--- config.mk ---
export PLATFORM = sky130hd
export DESIGN_NAME = wb_arbiter2_flat
export DESIGN_NICKNAME = d
export VERILOG_FILES = /design/src/rtl/wb_arb_pkg.sv /design/src/rtl/if_wb.sv /design/src/rtl/wb_arbiter2.sv /design/src/flat_wrapper.sv
export SDC_FILE = /design/constraint.sdc
export NUM_CORES = 1
export LEC_CHECK = 0
export BUFFER_PORTS_ARGS = -buffer_cell sky130_fd_sc_hd__buf_2
export CAP_MARGIN = 10
export CORE_AREA = 2 2 124 126
export DETAILED_ROUTE_END_ITERATION = 6
export DIE_AREA = 0 0 126 128
export PLACE_DENSITY = 0.44
export SYNTH_ARGS = -nofsm -noshare
export SYNTH_HDL_FRONTEND = slang
export SYNTH_SLANG_ARGS = --single-unit
--- constraint.sdc ---
create_clock -name clk_i -period 2.5 [get_ports clk_i]
set_input_delay 0.375 -clock clk_i [delete_from_list [all_inputs] [get_ports clk_i]]
set_output_delay 0.375 -clock clk_i [all_outputs]
set_load 0.01 [all_outputs]
--- src/rtl/wb_arb_pkg.sv ---
// Shared types and helpers for the two-master Wishbone arbiter.
// Holds the arbiter state encoding, the request bundle and the owner-select mux.
package wb_arb_pkg;

  typedef enum logic [1:0] {
    ARB_IDLE,
    ARB_G0,
    ARB_G1
  } arb_state_t;

  localparam logic [31:0] TIMEOUT_DATA = 32'hDEADBEEF;

  typedef struct packed {
    logic        cyc;
    logic        stb;
    logic        we;
    logic [3:0]  sel;
    logic [31:0] adr;
    logic [31:0] dat;
  } wb_req_t;

  // Selects the owner's request fields; no owner yields an all-zero request.
  function automatic wb_req_t req_mux(input logic [1:0] grant,
                                      input wb_req_t   r0,
                                      input wb_req_t   r1);
    case (grant)
      2'b01:   return r0;
      2'b10:   return r1;
      default: return '0;
    endcase
  endfunction

endpackage

--- src/rtl/if_wb.sv ---
// Classic Wishbone bus bundle with master and slave views.
// Write data is dat_w (master to slave), read data is dat_r (slave to master).
interface if_wb;
  logic        cyc;
  logic        stb;
  logic        we;
  logic [3:0]  sel;
  logic [31:0] adr;
  logic [31:0] dat_w;
  logic [31:0] dat_r;
  logic        ack;

  modport master (output cyc, stb, we, sel, adr, dat_w, input dat_r, ack);
  modport slave  (input cyc, stb, we, sel, adr, dat_w, output dat_r, ack);
endinterface

--- src/rtl/wb_arbiter2.sv ---
// Two-master round-robin Wishbone arbiter with cycle-granularity locking.
// Optional slave watchdog compiled in with WB_ARB_TIMEOUT_EN.
module wb_arbiter2
  import wb_arb_pkg::*;
#(
  parameter int TIMEOUT = 1023,
  parameter int TW      = $clog2(TIMEOUT + 1)
) (
  input  logic       clk_i,
  input  logic       rst_i,
  if_wb.slave        m0,
  if_wb.slave        m1,
  if_wb.master       s,
  output logic [1:0] grant,
  output logic       timeout
);

  arb_state_t  state_reg;
  logic        last_reg;
  wb_req_t     req0;
  wb_req_t     req1;
  wb_req_t     own;
  logic        wd_fire;
  logic        own_ack;
  logic [31:0] own_dat;

  // last_reg names the master that owned the bus most recently; ties go to the other.
  always_ff @(posedge clk_i) begin
    if (rst_i) begin
      state_reg <= ARB_IDLE;
      last_reg  <= 1'b1;
    end else begin
      case (state_reg)
        ARB_IDLE: begin
          if (m0.cyc && m1.cyc)
            state_reg <= last_reg ? ARB_G0 : ARB_G1;
          else if (m0.cyc)
            state_reg <= ARB_G0;
          else if (m1.cyc)
            state_reg <= ARB_G1;
        end
        ARB_G0: begin
          if (!m0.cyc) begin
            last_reg  <= 1'b0;
            state_reg <= m1.cyc ? ARB_G1 : ARB_IDLE;
          end
        end
        ARB_G1: begin
          if (!m1.cyc) begin
            last_reg  <= 1'b1;
            state_reg <= m0.cyc ? ARB_G0 : ARB_IDLE;
          end
        end
        default: state_reg <= ARB_IDLE;
      endcase
    end
  end

  assign grant = {state_reg == ARB_G1, state_reg == ARB_G0};

  assign req0 = '{cyc: m0.cyc, stb: m0.stb, we: m0.we, sel: m0.sel, adr: m0.adr, dat: m0.dat_w};
  assign req1 = '{cyc: m1.cyc, stb: m1.stb, we: m1.we, sel: m1.sel, adr: m1.adr, dat: m1.dat_w};
  assign own  = req_mux(grant, req0, req1);

`ifdef WB_ARB_TIMEOUT_EN
  logic [TW-1:0] wd_cnt_reg;
  logic          grant_change;

  always_comb begin
    grant_change = 1'b0;
    case (state_reg)
      ARB_IDLE: grant_change = m0.cyc | m1.cyc;
      ARB_G0:   grant_change = ~m0.cyc;
      ARB_G1:   grant_change = ~m1.cyc;
      default:  grant_change = 1'b1;
    endcase
  end

  // Fires on the TIMEOUT-th consecutive cycle of an unacknowledged strobe.
  assign wd_fire = own.stb && !s.ack && (wd_cnt_reg == TW'(TIMEOUT - 1));

  always_ff @(posedge clk_i) begin
    if (rst_i || grant_change || s.ack || !own.stb || wd_fire)
      wd_cnt_reg <= '0;
    else
      wd_cnt_reg <= wd_cnt_reg + TW'(1);
  end
`else
  logic [TW-1:0] unused_cfg;

  assign unused_cfg = TW'(TIMEOUT);
  assign wd_fire    = 1'b0;
`endif

  assign timeout = wd_fire;

  assign s.cyc   = own.cyc & ~wd_fire;
  assign s.stb   = own.stb & ~wd_fire;
  assign s.we    = own.we;
  assign s.sel   = own.sel;
  assign s.adr   = own.adr;
  assign s.dat_w = own.dat;

  // A stray ack without an active strobe is not forwarded.
  assign own_ack = wd_fire | (s.ack & own.stb);
  assign own_dat = wd_fire ? TIMEOUT_DATA : s.dat_r;

  always_comb begin
    m0.ack   = grant[0] & own_ack;
    m0.dat_r = grant[0] ? own_dat : 32'h0;
    m1.ack   = grant[1] & own_ack;
    m1.dat_r = grant[1] ? own_dat : 32'h0;
  end

endmodule

--- src/flat_wrapper.sv ---
// flat-port wrapper written by rule: the top's interface ports become plain ports
module wb_arbiter2_flat import wb_arb_pkg::*;
#(
  parameter int TIMEOUT = 1023,
  parameter int TW      = $clog2(TIMEOUT + 1)
)
  (clk_i, rst_i, grant, timeout, m0_cyc, m0_stb, m0_we, m0_sel, m0_adr, m0_dat_w, m0_dat_r, m0_ack, m1_cyc, m1_stb, m1_we, m1_sel, m1_adr, m1_dat_w, m1_dat_r, m1_ack, s_cyc, s_stb, s_we, s_sel, s_adr, s_dat_w, s_dat_r, s_ack);
  if_wb m0_i ();
  if_wb m1_i ();
  if_wb s_i ();
  input  logic clk_i;
  input  logic rst_i;
  output logic [1:0] grant;
  output logic timeout;
  input wire logic [$bits(m0_i.cyc)-1:0] m0_cyc;
  input wire logic [$bits(m0_i.stb)-1:0] m0_stb;
  input wire logic [$bits(m0_i.we)-1:0] m0_we;
  input wire logic [$bits(m0_i.sel)-1:0] m0_sel;
  input wire logic [$bits(m0_i.adr)-1:0] m0_adr;
  input wire logic [$bits(m0_i.dat_w)-1:0] m0_dat_w;
  output wire logic [$bits(m0_i.dat_r)-1:0] m0_dat_r;
  output wire logic [$bits(m0_i.ack)-1:0] m0_ack;
  input wire logic [$bits(m1_i.cyc)-1:0] m1_cyc;
  input wire logic [$bits(m1_i.stb)-1:0] m1_stb;
  input wire logic [$bits(m1_i.we)-1:0] m1_we;
  input wire logic [$bits(m1_i.sel)-1:0] m1_sel;
  input wire logic [$bits(m1_i.adr)-1:0] m1_adr;
  input wire logic [$bits(m1_i.dat_w)-1:0] m1_dat_w;
  output wire logic [$bits(m1_i.dat_r)-1:0] m1_dat_r;
  output wire logic [$bits(m1_i.ack)-1:0] m1_ack;
  output wire logic [$bits(s_i.cyc)-1:0] s_cyc;
  output wire logic [$bits(s_i.stb)-1:0] s_stb;
  output wire logic [$bits(s_i.we)-1:0] s_we;
  output wire logic [$bits(s_i.sel)-1:0] s_sel;
  output wire logic [$bits(s_i.adr)-1:0] s_adr;
  output wire logic [$bits(s_i.dat_w)-1:0] s_dat_w;
  input wire logic [$bits(s_i.dat_r)-1:0] s_dat_r;
  input wire logic [$bits(s_i.ack)-1:0] s_ack;
  assign m0_i.cyc = m0_cyc;
  assign m0_i.stb = m0_stb;
  assign m0_i.we = m0_we;
  assign m0_i.sel = m0_sel;
  assign m0_i.adr = m0_adr;
  assign m0_i.dat_w = m0_dat_w;
  assign m0_dat_r = m0_i.dat_r;
  assign m0_ack = m0_i.ack;
  assign m1_i.cyc = m1_cyc;
  assign m1_i.stb = m1_stb;
  assign m1_i.we = m1_we;
  assign m1_i.sel = m1_sel;
  assign m1_i.adr = m1_adr;
  assign m1_i.dat_w = m1_dat_w;
  assign m1_dat_r = m1_i.dat_r;
  assign m1_ack = m1_i.ack;
  assign s_cyc = s_i.cyc;
  assign s_stb = s_i.stb;
  assign s_we = s_i.we;
  assign s_sel = s_i.sel;
  assign s_adr = s_i.adr;
  assign s_dat_w = s_i.dat_w;
  assign s_i.dat_r = s_dat_r;
  assign s_i.ack = s_ack;
  wb_arbiter2 #(.TIMEOUT(TIMEOUT), .TW(TW)) u_core (.clk_i(clk_i), .rst_i(rst_i), .m0(m0_i), .m1(m1_i), .s(s_i), .grant(grant), .timeout(timeout));
endmodule
==> flow_metrics.py, run 1 <==
metrics = {
    "status": {
        "outcome": "finished, final reports clean",
    },
    "worst_setup_path": {
        "crit_arrival_ns": 1.92,
        "start_kind": "flop",
        "timing_worst_setup_path_type": "reg2out",
        "critical_path.max_fanout": 26,
        "crit_buf_inv": 3,
        "critical_path.cell_chain": "inv_1 > ha_2 > buf_4 > nor2b_1 > buf_2",
        "delay_of_the_slowest_cell_on_the_worst_path_ns": 0.61,
        "worstSetupEndpointType": "output port",
        "critical_path_required_ns": 2.12,
        "critical_path.top_delay_family": "adder cells",
        "cpMaxStageDelayCell": "sky130_fd_sc_hd__ha_2",
    },
    "floorplan": {
        "die_x_um": 126,
        "design.portCount": 317,
        "rows": 45,
        "initial_utilization_pct": 12.1,
        "die-height_um": 128,
        "fp.dieArea_mm2": 0.0161,
        "core_area_mm2": 0.0149,
    },
    "route": {
        "post_drt_via_cell_ratio": 4.06,
        "antenna_viol_nets_final": 0,
        "routed-via-count": 3084,
        "detail_route.iter0.violations": 91,
        "detailedRoute.firstPassIterationCount": 4,
        "post-route-drc-count": 0,
        "drt-wirelength-per-cell_um": 12.7,
        "wirelength_um": 9620,
    },
    "power_and_ir_drop": {
        "p_leak_uw": 0.00207,
        "switching_power_uw": 869,
        "vdd_ir_drop_max_v": 0.000313,
        "share_seq_of_total_power_pct": 3.8,
        "swShare_pct": 45.7,
        "power.share.clock_pct": 13.2,
        "pwr-share-comb_pct": 83.0,
        "internal_power_uw": 1030,
        "power_per_cell_area_mw_per_mm2": 514,
    },
    "place": {
        "buffer_ports.inserted": 315,
        "dpl.hpwl_um": 8080,
        "globalplace.congestion": 0.729,
    },
    "layout": {
        "nets": 755,
        "layout.filler_cells": 1677,
        "areaGrowthSynthToFinish_pct": 105,
        "largest_register_ff_count": 2,
        "drive_above_1_share_pct": 58.9,
        "insertedDiodeCount": 0,
        "final_core_util_pct": 24.9,
    },
    "global_routing": {
        "first_global_vias": 2894,
        "grt.overflow.total": 0,
        "track_usage_pct": 10.2,
        "grt_antenna_before_repair": 0,
        "grt_start_max_net_pins": 53,
        "grt_pass1_wl_um": 13800,
    },
    "sta": {
        "timing.setup.tns_ns": 0,
        "timing.slew.headroom_pct": 66.6,
        "unrepaired_setup_endpoints_after_global_routing": "false",
        "timing.final.hold_violations": 0,
        "slew_viol_final": 0,
        "timing.final.crit_share_pct": 91.7,
        "timing.final.crit_period_ns": 2.29,
        "tightestPinTransition_ns": 0.501,
        "setup_viol_count_final": 0,
        "max_clock_freq_ghz": 0.436,
        "timing.clock.skew_ns": 0.00232,
    },
    "logic_synthesis": {
        "synth_area_leader": "sky130_fd_sc_hd__a22oi_1",
        "synthesis.nets": 453,
        "yosys_warnings": 0,
        "postSynthAreaPerCell_um2": 6.66,
        "synth.distinct_cells": 24,
        "post_synth_main_area_contributors": "sky130_fd_sc_hd__a22oi_1 (30%), sky130_fd_sc_hd__nor2b_1 (25%), sky130_fd_sc_hd__and2_1 (22%)",
        "part_of_the_yosys_area_used_for_sequential_elements_pct": 3.33,
        "synth.cell_area_mm2": 0.00180,
        "ys_seq_elements": 3,
        "synth_top_area_share_pct": 29.5,
        "synthCells": 271,
    },
    "clock_network": {
        "post_cts_hold_buffer_count": 0,
        "worst_setup_hold_path_clk_slew_ns": 0.03,
        "cts_root_buffer": "sky130_fd_sc_hd__clkbuf_16",
        "clkLatencyLatePin_ns": 0.22,
        "htree_levels": 1,
        "cts-resized-gates": 0,
        "clock_path_buffers": 2,
        "cts_setup_buffers": 0,
        "cts_buffers": 3,
        "cts.sinks": 3,
        "tritoncts": "done",
    },
    "hold_path": {
        "hp-class": "in2reg",
    },
    "job": {
        "cap_violations": 0,
    },
}
==> final timing paths <==
path | from | endpoint | slack, ns | depth (start not counted)
max reg2reg | u_core.state_reg[1] | u_core.state_reg[0] | 0.71 | 6
min | rst_i | u_core.state_reg[0] | 0.46 | 2
min reg2reg | u_core.last_reg | u_core.last_reg | 0.53 | 2
max | u_core.state_reg[0] | s_adr[12] | 0.21 | 5
==> cells in the final DEF (no fill, tap or decap) <==
cell type and n:
sky130_fd_sc_hd__buf_2 315, sky130_fd_sc_hd__nor2b_1 73, sky130_fd_sc_hd__a22oi_1 71, sky130_fd_sc_hd__and2_1 64, sky130_fd_sc_hd__buf_4 12, sky130_fd_sc_hd__inv_1 3, sky130_fd_sc_hd__nand2b_1 3, sky130_fd_sc_hd__a21oi_1 3
sky130_fd_sc_hd__clkbuf_16 3, sky130_fd_sc_hd__dfxtp_1 3, sky130_fd_sc_hd__and3_1 2, sky130_fd_sc_hd__o21ai_0 2, sky130_fd_sc_hd__o41ai_2 2, sky130_fd_sc_hd__ha_2 2, sky130_fd_sc_hd__ha_1 2, sky130_fd_sc_hd__buf_12 2
sky130_fd_sc_hd__a22o_1 1, sky130_fd_sc_hd__nor3b_1 1, sky130_fd_sc_hd__or2_1 1, sky130_fd_sc_hd__and3b_1 1, sky130_fd_sc_hd__a221oi_1 1, sky130_fd_sc_hd__nor2_1 1, sky130_fd_sc_hd__o21bai_1 1, sky130_fd_sc_hd__ha_4 1
sky130_fd_sc_hd__conb_1 1, sky130_fd_sc_hd__clkbuf_1 1
==> power by group through the flow <==
stage	Sequential [µW]	Clock (µW)	Combinational, µW
global placement	71.9	0	1620
CTS	71.8	255	1590
detailed placement	72.5	0	1600
floorplan	67.9	0	944
finish	71.7	252	1580
global route	74.3	258	1730
==> cells by family after synthesis <==
group | count (synthesis) | synth area share (%)
adder cells (fa/ha/maj) | 5 | 3.47
flip-flops | 3 | 3.33
AO/OA/AOI/OAI | 81 | 34.1
other | 1 | 0.208
buffers and inverters | 35 | 8.18
AND/OR/NAND/NOR | 146 | 50.7
==> layer usage <==
metal / global-route usage [%] / part of all wire [%] / routed length (µm) / vias to the layer above
li1: - / - / - / 1548
met1: 11.6 / 38 / 3690 / 1352
met2: 20.7 / 53 / 5090 / 182
met3: 1.67 / 8.5 / 820 / 2
met4: 0.905 / 0.12 / 12 / 0
met5: 0 / 0 / 0 / -
==> area by class of cell <==
type | count | area (µm²) | area share, %
multi-input cells | 233 | 1610 | 43.6
inverters | 3 | 11.3 | 0.304
repair buffers | 329 | 1710 | 46.1
flip-flops and latches | 3 | 60.1 | 1.62
clock buffers | 4 | 78.8 | 2.13
well taps | 188 | 235 | 6.35
==> synthesized netlist by cell type, drive strengths merged <==
library cell  count
nor2b            73
a22oi            71
and2             64
clkbuf           27
buf               5
ha                5
a21oi             3
dfxtp             3
inv               3
nand2b            3
and3              2
o21ai             2
o41ai             2
a221oi            1
a22o              1
and3b             1
conb              1
nor2              1
nor3b             1
o21bai            1
or2               1
==> metrics by stage <==
step | total power (µW) | cells | instance area (µm²) | setup slack, ns | hold WS, ns
final | 1900 | 760 | 3710 | 0.207 | 0.457
after global routing | 2060 | 760 | 3710 | 0.0795 | 0.474
after CTS | 1920 | 760 | 3710 | 0.198 | 0.457
after detailed placement | 1670 | 756 | 3630 | 0.424 | 0.537
after global placement | 1690 | 756 | 3630 | 0.460 | 0.535
after floorplan | 1010 | 271 | 1800 | 0.716 | 0.474
Power figures use the tool's default switching activity.
==> run 2, diff against run 1 <==
--- a/config.mk
+++ b/config.mk
@@ -5,12 +5,13 @@
 export SDC_FILE = /design/constraint.sdc
 export NUM_CORES = 1
 export LEC_CHECK = 0
+export ABC_AREA = 1
 export BUFFER_PORTS_ARGS = -buffer_cell sky130_fd_sc_hd__buf_2
 export CAP_MARGIN = 10
-export CORE_AREA = 2 2 124 126
+export CORE_AREA = 2 2 121 123
 export DETAILED_ROUTE_END_ITERATION = 6
-export DIE_AREA = 0 0 126 128
-export PLACE_DENSITY = 0.44
+export DIE_AREA = 0 0 123 125
+export PLACE_DENSITY = 0.46
 export SYNTH_ARGS = -nofsm -noshare
 export SYNTH_HDL_FRONTEND = slang
 export SYNTH_SLANG_ARGS = --single-unit
==> run 2 against run 1 <==
Clock skew is 0.00067 ns lower. Wire length hardly changed. Clock power is 3% higher. Combinational power is 8% lower. Worst setup slack better by 0.12 ns. Via count is 12% higher. Non-clock buffer count is 7 lower. Critical path depth is 1 higher. Sequential share of layout area hardly changed. Design area is 1.8% lower. Largest power group unchanged.
==> flow_metrics.py, run 2 <==
metrics = {
    "power_and_ir_drop": {
        "totalPowerFinal_uw": 1790,
        "power.share.clock_pct": 14.5,
        "power_per_cell_area_mw_per_mm2": 492,
        "p_leak_uw": 0.00253,
        "vdd_ir_drop_max_v": 0.000181,
        "pwr-share-comb_pct": 81.5,
        "swShare_pct": 54.7,
        "share_seq_of_total_power_pct": 4.0,
        "internal_power_uw": 811,
        "switching_power_uw": 980,
    },
    "place": {
        "dpl.hpwl_um": 7850,
        "placedCellCount": 892,
        "postPlaceCellArea_mm2": 0.00356,
        "buffer_ports.inserted": 315,
        "globalplace.congestion": 0.763,
    },
    "floorplan": {
        "design.portCount": 317,
        "fp.dieArea_mm2": 0.0154,
        "core_area_mm2": 0.0142,
        "die_x_um": 123,
        "die-height_um": 125,
        "rows": 44,
        "initial_utilization_pct": 12.8,
    },
    "hold_path": {
        "holdPathStages": 2,
        "timing.hold.worst_endpoint": "u_core.state_reg[1]",
        "min-delay-start": "rst_i",
        "hp-class": "in2reg",
    },
    "logic_synthesis": {
        "synth.distinct_cells": 17,
        "ys_seq_elements": 3,
        "synth.cell_area_mm2": 0.00182,
        "part_of_the_yosys_area_used_for_sequential_elements_pct": 3.30,
        "synth_most_common_cell": "sky130_fd_sc_hd__nand2_1",
        "async_reset_ff_share_pct": 0,
        "synth_top_cells_by_count": "sky130_fd_sc_hd__nand2_1 (213), sky130_fd_sc_hd__inv_1 (77), sky130_fd_sc_hd__a21oi_1 (72)",
        "postSynthAreaPerCell_um2": 4.36,
        "ys.flop_type": "sky130_fd_sc_hd__dfxtp_1",
        "synthCells": 417,
        "synth_area_leader": "sky130_fd_sc_hd__nand2_1",
        "edff_count_synth": 0,
        "synth_top_area_share_pct": 43.9,
        "post_synth_main_area_contributors": "sky130_fd_sc_hd__nand2_1 (44%), sky130_fd_sc_hd__a21oi_1 (20%), sky130_fd_sc_hd__inv_1 (16%)",
        "yosys_warnings": 0,
        "synthesis.nets": 599,
    },
    "global_routing": {
        "track_usage_pct": 11.0,
        "grt_pass1_wl_um": 14000,
        "grt_antenna_before_repair": 0,
        "grt.overflow.total": 0,
        "first_global_vias": 3051,
        "grt_start_max_net_pins": 53,
    },
    "layout": {
        "final_cell_count_no_fill": 896,
        "nets": 895,
        "final_core_util_pct": 25.6,
        "areaGrowthSynthToFinish_pct": 100,
        "register_area_um2": 60.1,
        "multi_input_area_mm2": 0.00131,
        "finalInstanceArea_mm2": 0.00364,
        "layout_common_cells": "sky130_fd_sc_hd__buf_2 (315), sky130_fd_sc_hd__nand2_1 (213), sky130_fd_sc_hd__inv_1 (77), sky130_fd_sc_hd__a21oi_1 (72), sky130_fd_sc_hd__nand3_1 (6)",
        "layout.filler_cells": 1697,
        "most_common_cell_after_layout_fill_and_taps_aside": "sky130_fd_sc_hd__buf_2",
        "insertedDiodeCount": 0,
        "largest_register_ff_count": 2,
        "drive_above_1_share_pct": 46.2,
    },
    "worst_setup_path": {
        "worst_r2r_startpoint": "u_core.state_reg[1]",
        "ff2ff_setup_slack_ns": 0.90,
        "worstReg2RegEnd": "u_core.state_reg[0]",
        "timing_worst_setup_path_type": "reg2out",
        "start_kind": "flop",
        "crit_buf_inv": 3,
        "crit_arrival_ns": 1.80,
        "critical_path_required_ns": 2.12,
        "critical_path.cell_chain": "inv_1 > ha_2 > buf_4 > nand2_1 > a21oi_1 > buf_2",
        "critical_path.max_fanout": 45,
        "r2r_cells": 9,
        "delay_of_the_slowest_cell_on_the_worst_path_ns": 0.40,
        "worstSetupEndpointType": "output port",
        "critical_path.top_delay_family": "buffers and inverters",
        "cpMaxStageDelayCell": "sky130_fd_sc_hd__buf_4",
    },
    "clock_network": {
        "post_cts_hold_buffer_count": 0,
        "worst_setup_hold_path_clk_slew_ns": 0.03,
        "tritoncts": "done",
        "clock_path_buffers": 2,
        "cts_setup_buffers": 0,
        "cts.sinks": 3,
        "clkLatencyLatePin_ns": 0.23,
        "cts_root_buffer": "sky130_fd_sc_hd__clkbuf_16",
        "cts-resized-gates": 0,
        "htree_levels": 1,
        "cts_buffers": 3,
    },
    "job": {
        "cap_violations": 0,
    },
    "sta": {
        "timing.final.crit_share_pct": 86.8,
        "setup_viol_count_final": 0,
        "timing.setup.tns_ns": 0,
        "timing.final.hold_violations": 0,
        "max_clock_freq_ghz": 0.461,
        "timing.final.crit_period_ns": 2.17,
        "slew_viol_final": 0,
        "unrepaired_setup_endpoints_after_global_routing": "false",
        "timing.clock.skew_ns": 0.00165,
    },
    "route": {
        "detailedRoute.firstPassIterationCount": 4,
        "antenna_viol_nets_final": 0,
        "post-route-drc-count": 0,
        "post_drt_via_cell_ratio": 3.85,
        "detail_route.iter0.violations": 113,
        "drt-wirelength-per-cell_um": 10.7,
        "wirelength_um": 9610,
        "routed-via-count": 3448,
    },
    "status": {
        "outcome": "finished, final reports clean",
    },
}
==> run 2: how the worst max path moves through the flow <==
stage	from	endpoint	slack [ns]	cells past startpoint
after floorplan	u_core.state_reg[0]	s_adr[0]	0.87	6
after global placement	u_core.state_reg[1]	s_adr[8]	0.56	6
after detailed placement	u_core.state_reg[0]	s_adr[24]	0.56	6
after CTS	u_core.state_reg[1]	s_dat_w[15]	0.32	6
after global routing	u_core.state_reg[1]	s_dat_w[15]	0.17	6
final	u_core.state_reg[1]	s_dat_w[15]	0.33	6
==> run 2: per-stage QoR <==
step	setup slack, ns	hold WS (ns)
finish	0.330	0.350
CTS	0.318	0.348
detailed placement	0.556	0.496
floorplan	0.866	0.444
global route	0.171	0.359
global placement	0.563	0.517
==> run 2: layout make-up <==
class                   count  share of cell area, %
well taps                 184                   6.33
flip-flops and latches      3                   1.65
clock buffers               4                   2.17
multi-input cells         305                   36.0
inverters                  78                   8.04
repair buffers            322                   45.8
==> run 2: kinds of logic (layout without fill, tap and decap cells) <==
| group | Yosys count | in the layout | synth area share, % |
|---|---|---|---|
| AOI/OAI and AO/OA | 75 | 75 | 20.8 |
| adders and majority gates | 5 | 5 | 3.44 |
| buffers and inverters | 109 | 404 | 25.4 |
| DFF | 3 | 3 | 3.30 |
| other | 1 | 1 | 0.206 |
| and+or+nand+nor | 224 | 224 | 46.8 |
==> run 2: worst reg2reg max path, stage by stage (launching register included) <==
cell and delay (ns):
sky130_fd_sc_hd__dfxtp_1 0.40, sky130_fd_sc_hd__inv_1 0.11, sky130_fd_sc_hd__ha_1 0.18, sky130_fd_sc_hd__buf_4 0.24
sky130_fd_sc_hd__nand2_1 0.11, sky130_fd_sc_hd__nand2_1 0.09, sky130_fd_sc_hd__nor2_2 0.15, sky130_fd_sc_hd__inv_1 0.07
sky130_fd_sc_hd__nand2_1 0.05, sky130_fd_sc_hd__a21oi_1 0.06
==> run 2: per-layer routing <==
| layer | global-route usage [%] | wire [µm] | up-vias |
|---|---|---|---|
| met2 | 22.2 | 4920 | 196 |
| met3 | 1.32 | 917 | 10 |
| met1 | 12.0 | 3670 | 1429 |
| met5 | 0 | 0 | - |
| met4 | 2.01 | 100 | 0 |
| li1 | - | - | 1813 |
==> run 2: power groups by stage <==
stage | registers [µW] | logic [µW] | clock network [µW]
finish | 72.5 | 1460 | 259
global route | 75.3 | 1660 | 267
CTS | 72.8 | 1500 | 260
detailed placement | 73.9 | 1500 | 0
global placement | 73.1 | 1520 | 0
floorplan | 68.7 | 880 | 0
